[config.mk]
export PLATFORM = sky130hd
export DESIGN_NAME = game_controller
export DESIGN_NICKNAME = d
export VERILOG_FILES = /design/src/rtl/game_controller.sv
export SDC_FILE = /design/constraint.sdc
export NUM_CORES = 1
export LEC_CHECK = 0
export ABC_AREA = 1
export BUFFER_PORTS_ARGS = -buffer_cell sky130_fd_sc_hd__buf_4
export CAP_MARGIN = 10
export CORE_MARGIN = 2
export CORE_UTILIZATION = 50
export CTS_BUF_LIST = sky130_fd_sc_hd__clkbuf_16
export CTS_CLUSTER_DIAMETER = 150
export DETAILED_ROUTE_END_ITERATION = 12
export GPL_TIMING_DRIVEN = 0
export HOLD_SLACK_MARGIN = 0.06
export PLACE_DENSITY_LB_ADDON = 0.1
export SYNTH_ARGS = -nofsm -noshare
export SYNTH_HDL_FRONTEND = slang
export SYNTH_SLANG_ARGS = --single-unit
[constraint.sdc]
create_clock -name clk -period 3.2 [get_ports clk]
set_input_delay 0.16 -clock clk [delete_from_list [all_inputs] [get_ports clk]]
set_output_delay 0.16 -clock clk [all_outputs]
set_load 0.05 [all_outputs]
[src/rtl/game_controller.sv]
// Game sequencer for the scrolling-bar game. It runs the idle/play/pause/level-up/game-over
// state machine, paces the environment with env_tick and keeps the score and level.
module game_controller #(
    parameter int TICK_DIV         = 5_000_000,
    parameter int PASSES_PER_LEVEL = 8,
    parameter int LEVEL_UP_CYCLES  = 100_000_000
) (
    input  logic       clk,
    input  logic       rst,
    input  logic       start_btn,
    input  logic       pause_btn,
    input  logic       collision,
    input  logic       bar_passed,
    output logic       env_tick,
    output logic       pause,
    output logic [9:0] level,
    output logic [9:0] score,
    output logic       game_over,
    output logic [2:0] state
);

    // state       | meaning
    // ST_IDLE      | waiting for start; score/level of the last game still shown
    // ST_PLAY      | game running, tick counter paces the environment
    // ST_PAUSED    | frozen by the player, tick counter holds its value
    // ST_LEVEL_UP  | banner hold after a level advance
    // ST_GAME_OVER | player hit a bar; score and level frozen

    localparam int TW = (TICK_DIV > 1) ? $clog2(TICK_DIV) : 1;
    localparam int HW = (LEVEL_UP_CYCLES > 1) ? $clog2(LEVEL_UP_CYCLES) : 1;
    localparam int PW = (PASSES_PER_LEVEL > 1) ? $clog2(PASSES_PER_LEVEL) : 1;

    localparam logic [TW-1:0] TICK_LAST = TW'(TICK_DIV - 1);
    localparam logic [HW-1:0] HOLD_LAST = HW'(LEVEL_UP_CYCLES - 1);
    localparam logic [PW-1:0] PASS_LAST = PW'(PASSES_PER_LEVEL - 1);
    localparam logic [9:0]    CNT_MAX   = 10'd1023;

    typedef enum logic [2:0] {
        ST_IDLE      = 3'd0,
        ST_PLAY      = 3'd1,
        ST_PAUSED    = 3'd2,
        ST_LEVEL_UP  = 3'd3,
        ST_GAME_OVER = 3'd4
    } state_t;

    state_t        state_q;
    state_t        state_d;
    logic [TW-1:0] tick_cnt;
    logic [TW-1:0] tick_d;
    logic [HW-1:0] hold_cnt;
    logic [HW-1:0] hold_d;
    logic [PW-1:0] pass_cnt;
    logic [PW-1:0] pass_d;
    logic [9:0]    score_d;
    logic [9:0]    level_d;
    logic          tick_wrap;

    assign tick_wrap = (tick_cnt == TICK_LAST);

    always_comb begin
        state_d = state_q;
        tick_d  = tick_cnt;
        hold_d  = hold_cnt;
        pass_d  = pass_cnt;
        score_d = score;
        level_d = level;
        case (state_q)
            ST_IDLE: begin
                if (start_btn) begin
                    state_d = ST_PLAY;
                    level_d = 10'd1;
                    score_d = 10'd0;
                    pass_d  = '0;
                    tick_d  = '0;
                end
            end
            ST_PLAY: begin
                tick_d = tick_wrap ? '0 : tick_cnt + TW'(1);
                // collision outranks a pass, a pass outranks pause
                if (collision) begin
                    state_d = ST_GAME_OVER;
                end else if (bar_passed) begin
                    if (score != CNT_MAX) begin
                        score_d = score + 10'd1;
                    end
                    if (pass_cnt == PASS_LAST) begin
                        pass_d  = '0;
                        hold_d  = '0;
                        state_d = ST_LEVEL_UP;
                        if (level != CNT_MAX) begin
                            level_d = level + 10'd1;
                        end
                    end else begin
                        pass_d = pass_cnt + PW'(1);
                        if (pause_btn) begin
                            state_d = ST_PAUSED;
                        end
                    end
                end else if (pause_btn) begin
                    state_d = ST_PAUSED;
                end
            end
            ST_PAUSED: begin
                if (pause_btn) begin
                    state_d = ST_PLAY;
                end
            end
            ST_LEVEL_UP: begin
                if (hold_cnt == HOLD_LAST) begin
                    state_d = ST_PLAY;
                    tick_d  = '0;
                    hold_d  = '0;
                end else begin
                    hold_d = hold_cnt + HW'(1);
                end
            end
            ST_GAME_OVER: begin
                if (start_btn) begin
                    state_d = ST_IDLE;
                end
            end
            default: begin
                state_d = ST_IDLE;
            end
        endcase
    end

    // env_tick decodes the current state, so a tick still fires on the cycle PLAY is left
    always_ff @(posedge clk) begin
        if (rst) begin
            state_q   <= ST_IDLE;
            tick_cnt  <= '0;
            hold_cnt  <= '0;
            pass_cnt  <= '0;
            score     <= 10'd0;
            level     <= 10'd1;
            env_tick  <= 1'b0;
            pause     <= 1'b1;
            game_over <= 1'b0;
        end else begin
            state_q   <= state_d;
            tick_cnt  <= tick_d;
            hold_cnt  <= hold_d;
            pass_cnt  <= pass_d;
            score     <= score_d;
            level     <= level_d;
            env_tick  <= (state_q == ST_PLAY) && tick_wrap;
            pause     <= (state_d != ST_PLAY);
            game_over <= (state_d == ST_GAME_OVER);
        end
    end

    assign state = state_q;

endmodule

* Word level (Yosys, flattened, before mapping)
Cells that the tools add are included.
** Word-level totals
- Register bits :: 79
- Input bits :: 6
- Output and inout bits :: 26
** Cells by class
- $add $sub $neg :: 5
- Equality and inequality tests :: 18
- Muxes and demuxes :: 34
- Reductions and logical operators :: 10
** Operator list (count)
- 27-bit two-way mux :: 4
- 10-bit two-way mux :: 9
- 23-bit two-way mux :: 3
- 23-bit case mux with 3 select lines :: 1
- 27-bit case mux with 2 select lines :: 1
- 10-bit case mux with 2 select lines :: 2
- 3-bit two-way mux :: 12
- 27-bit by 1-bit adder with 27-bit output (second input constant) :: 1
- 27-bit equality test (second input constant) :: 1
- 23-bit by 1-bit adder with 23-bit output (second input constant) :: 1
- 23-bit equality test (second input constant) :: 1
- 10-bit by 1-bit adder with 10-bit output (second input constant) :: 2
- 10-bit != test (second input constant) :: 2
- 3-bit case mux with 5 select lines :: 1
- 2-bit != test (second input constant) :: 7
- 3-bit equality test (second input constant) :: 3
- 4-bit AND reduction :: 2
- 3-bit by 2-bit equality test with 1-bit output (second input constant) :: 2
- 3-bit case mux with 2 select lines :: 1
- 6-bit AND reduction :: 1
- 5-bit AND reduction :: 1
- 2-bit nonzero test :: 2
- 3-bit by 1-bit adder with 3-bit output (second input constant) :: 1
- 3-bit by 1-bit equality test with 1-bit output (second input constant) :: 1
- other kinds (5) :: 5

* Logic depth before layout (Yosys ltp)
- Word-level depth :: 6
- Mapped depth :: 11
- Mapped depth without buffers :: 11

* Worst setup path before layout
No wires, ideal clock.
- Kind :: reg2reg
- From :: register score[0]
- To :: register score[9]
- Data arrival time :: 1.949 ns
- Data required time :: 3.072 ns
- Slack :: 1.123 ns
- Stages on the path, launching flop included :: 11
- Path buffers :: 0
- Clock period less this slack :: 2.077 ns
- Cells stage by stage :: dfxtp_1 > ha_1 > nand2_1 > inv_1 > nand4_1 > nor2_1 > nand2_1 > nand2_2 > nor2_1 > nor2_1 > nor2_1
** Between the ends
- Word-level cells in the longest chain between the ends :: 5
- Elaborated cells between the ends (all ways) :: 8
- Those cells by class :: 1 x add/sub; 2 x eq/ne; 4 x mux; 1 x reduce/logical
** Ends and longest elaborated chain
- start, declared :: line 17 : output logic [9:0] score,
- start signal, assigned :: line 145 : score <= score_d;
- 10-bit by 1-bit adder with 10-bit output :: line 84 : score_d = score + 10'd1;
- 10-bit two-way mux :: line 83 : if (score != CNT_MAX) begin
- 10-bit two-way mux :: line 82 : end else if (bar_passed) begin
- 10-bit two-way mux :: line 80 : if (collision) begin
- 10-bit case mux with 2 select lines :: line 67 : case (state_q)
Several ways; a longest one is shown, not always the timed one. The select of a mux whose other input is x is not followed.
A chain may end at the register's enable or synchronous reset.

* Final worst setup path
- From :: register hold_cnt[0]
- To :: register tick_cnt[2]
** Between the ends
- Word-level cells in the longest chain between the ends :: 3
** Ends and longest elaborated chain
- start, declared :: line 50 : logic [HW-1:0] hold_cnt;
- start signal, assigned :: line 143 : hold_cnt <= hold_d;
- 27-bit equality test :: line 109 : if (hold_cnt == HOLD_LAST) begin
- 2-bit != test (no source line)
- 3-bit AND reduction (no source line)
- end signal, assigned :: line 142 : tick_cnt <= tick_d;
- end, declared :: line 48 : logic [TW-1:0] tick_cnt;
Every way passes these cells.

==> qor.txt <==
status: complete, no violations
routed wl met2: 6.11 mm
Syn Nets: 752
PortBufs: 30
Hold Crit Class: primary input to flop
vias in the first global route: 4519
R2R depth: 11
Metal-1 WL: 5.83 mm
nets@finish: 793
final hold viol count: 0
worst skew pair latency: 0.34 ns
RD Place Congestion: 0.915
syn_area_per_cell: 6.30 um2
Synth Flop Type: dfxtp_1
Async S/R FF share, synth: 0%
via count: 4894
number of flops mapped to enable cells by yosys: 0
Slew Viols, Final: 0
cts repair resizes: 0
CTS Root Cell: clkbuf_16
share of layout cells above drive strength 1: 10.4%
met3 wire length: 493 um
Die Area: 10100 um2
Core Region: 9150 um2
Die Y: 101 um
hold path cells: 3
final setup violation count: 0
hpwl dp: 9.50 mm
first-pass GRT wire length: 21.1 mm
Total Routed Length: 12.7 mm
Worst-path clk slew: 0.07 ns
Pwr Density: 426 nW/um2
DR WL/cell: 14.1 um
R2R setup slack: 1.14 ns
Syn. warnings: 0
RSZ-0062 raised after global routing: no
hold_sp: collision
Max-cap violations: 0
grt ovf: 0
DP Area: 5030 um2
initial antenna violation count: 0
critical path class: flop to flop
post-synthesis register bit count: 79
clk sinks: 79
fin crit period: 2.06 ns
1st-iter DRT viols: 244
Peak Freq: 486 MHz
CTS tree: built
Critical Path End Type: flop
largest net degree at the start of global routing: 15
post-route ant nets: 0
Setup Fix Bufs, Post-CTS: 0
Mapped Cells: 740
Worst Hold Margin: 0.138 ns
leakage power: 0.00187 uW
Setup Skew: 0.0113 ns
Residual DRC: 0
Num CTS Buffers: 9
maximum vdd drop: 245 uV
Hold Buf Count CTS: 0
Rel. slew slack: 51.9%
Ant. Diodes: 0
Max Root-Sink Buffers: 2
CP Data Required Time: 3.40 ns
actual slew at the worst max-slew pin: 0.722 ns
RR Endpoint: tick_cnt[2]
Arr. time, crit path: 2.25 ns
DR pass1 iterations: 5
Critical Path Source Type: flop
worst hold path endpoint: state[2]
Total GRT Usage: 26.1%
Seq/Total Area, Yosys: 33.9%
Period Utilization, post-route: 64.3%
Yosys cell types: 32
Synth Cell Area: 4660 um2
die width: 101 um
Syn-to-layout area delta: 14.2%
final instance area: 5330 um2
FP Rows: 35
Critical R2R Launch: hold_cnt[0]
Starting Density: 51.0%
setup TNS: 0 ns
total power: 2270 uW
worst-path maximum fanout: 10
Vias/cell: 5.46
CTS H-tree lvls: 3
io pins: 32
Top Layer Used: met4
area by class of cell:
type                            instances  area (um2)
Timing Repair Buffer                   30         225
Fill cell                             945        3830
Clock buffer                            9         225
Tap cell                              111         139
Inverter                               64         240
Clock inverter                          7        72.6
Buffer                                 20        97.6
Multi-Input combinational cell        577        2740
Sequential cell                        79        1580
power by group:
group          leakage [uW]  internal (uW)  switching, uW
combinational       0.00109           56.1            166
sequential         0.000637            995           18.8
clock              0.000142            606            429
metrics by stage:
| stage | utilization [%] | instances | setup slack, ns |
|---|---|---|---|
| after global placement | 54.9 | 881 | 1.22 |
| final | 58.2 | 897 | 1.14 |
| after floorplan | - | 740 | 1.12 |
| after CTS | 58.2 | 897 | 1.11 |
| after detailed placement | 54.9 | 881 | 1.15 |
| after global routing | 58.2 | 897 | 0.925 |
cell families (layout without fill, tap and decap cells):
logic type / count (synthesis) / in the layout / synth area share, %
AOI/OAI and AO/OA: 73 / 73 / 8.43
xor gates and xnor gates: 27 / 27 / 5.07
adders and majority gates: 6 / 6 / 1.61
buffers and inverters: 84 / 130 / 7.24
DFF: 79 / 79 / 33.9
and+or+nand+nor: 471 / 471 / 43.7
per-layer routing:
metal / global-route usage, % / up-vias
met5: 0 / -
li1: - / 2503
met1: 33.9 / 2261
met3: 3.95 / 19
met2: 44.6 / 111
met4: 7.90 / 0
layout by cell type (no fill, tap or decap), types with 2 or more instances in the layout:
cell type / synthesis / layout
nor3_1: 24 / 24
clkbuf_1: 11 / 11
nor2_2: 5 / 5
inv_2: 7 / 7
nand3_1: 67 / 67
nor4_1: 3 / 3
o21bai_1: 3 / 3
o21ai_1: 4 / 4
xor2_1: 25 / 25
xnor2_1: 2 / 2
inv_1: 57 / 57
buf_6: 2 / 2
buf_2: 6 / 6
nand3b_1: 2 / 2
clkinvlp_4: 0 / 2
clkbuf_16: 0 / 9
clkinv_2: 0 / 2
nand4_1: 27 / 27
nand2_2: 3 / 3
a21oi_1: 52 / 52
o21ai_0: 9 / 9
dfxtp_1: 79 / 79
ha_1: 6 / 6
nor3_2: 4 / 4
buf_4: 0 / 30
nand2_1: 208 / 208
a31oi_1: 2 / 2
or2_2: 5 / 5
nor2_1: 120 / 120
synthesized netlist by cell type (7+ instances only):
master	count	share of area, %
a21oi_1	52	5.6
clkbuf_1	11	0.89
dfxtp_1	79	34
inv_1	57	4.6
inv_2	7	0.56
nand2_1	208	17
nand3_1	67	7.2
nand4_1	27	3.6
nor2_1	120	9.7
nor3_1	24	2.6
o21ai_0	9	0.97
xor2_1	25	4.7
critical path, cell delays in order (launching register included):
cell and delay [ns]:
dfxtp_1 0.47, ha_1 0.25, inv_1 0.08, nor2_1 0.11, nand2_1 0.12, inv_1 0.11, nand3_1 0.10, nand2_1 0.17
nand2_1 0.20, buf_6 0.20, nand2_1 0.06, a21oi_1 0.06
worst max-delay path by stage:
stage | from | to | slack, ns | cells after the start
3_3_place_gp | hold_cnt[0] | tick_cnt[17] | 1.22 | 11
6_report | hold_cnt[0] | tick_cnt[2] | 1.14 | 11
3_5_place_dp | hold_cnt[0] | hold_cnt[20] | 1.15 | 11
4_1_cts | hold_cnt[0] | hold_cnt[20] | 1.11 | 11
2_1_floorplan | score[0] | score[9] | 1.12 | 10
5_1_grt | hold_cnt[0] | tick_cnt[19] | 0.93 | 11
sequential cells by signal (all words and copies together), names as in the netlist:
name / count
score: 10
pass_cnt: 3
hold_cnt: 27
pause: 1
tick_cnt: 23
game_over: 1
state: 3
level: 10
env_tick: 1
(Power assumes the default switching activity.)
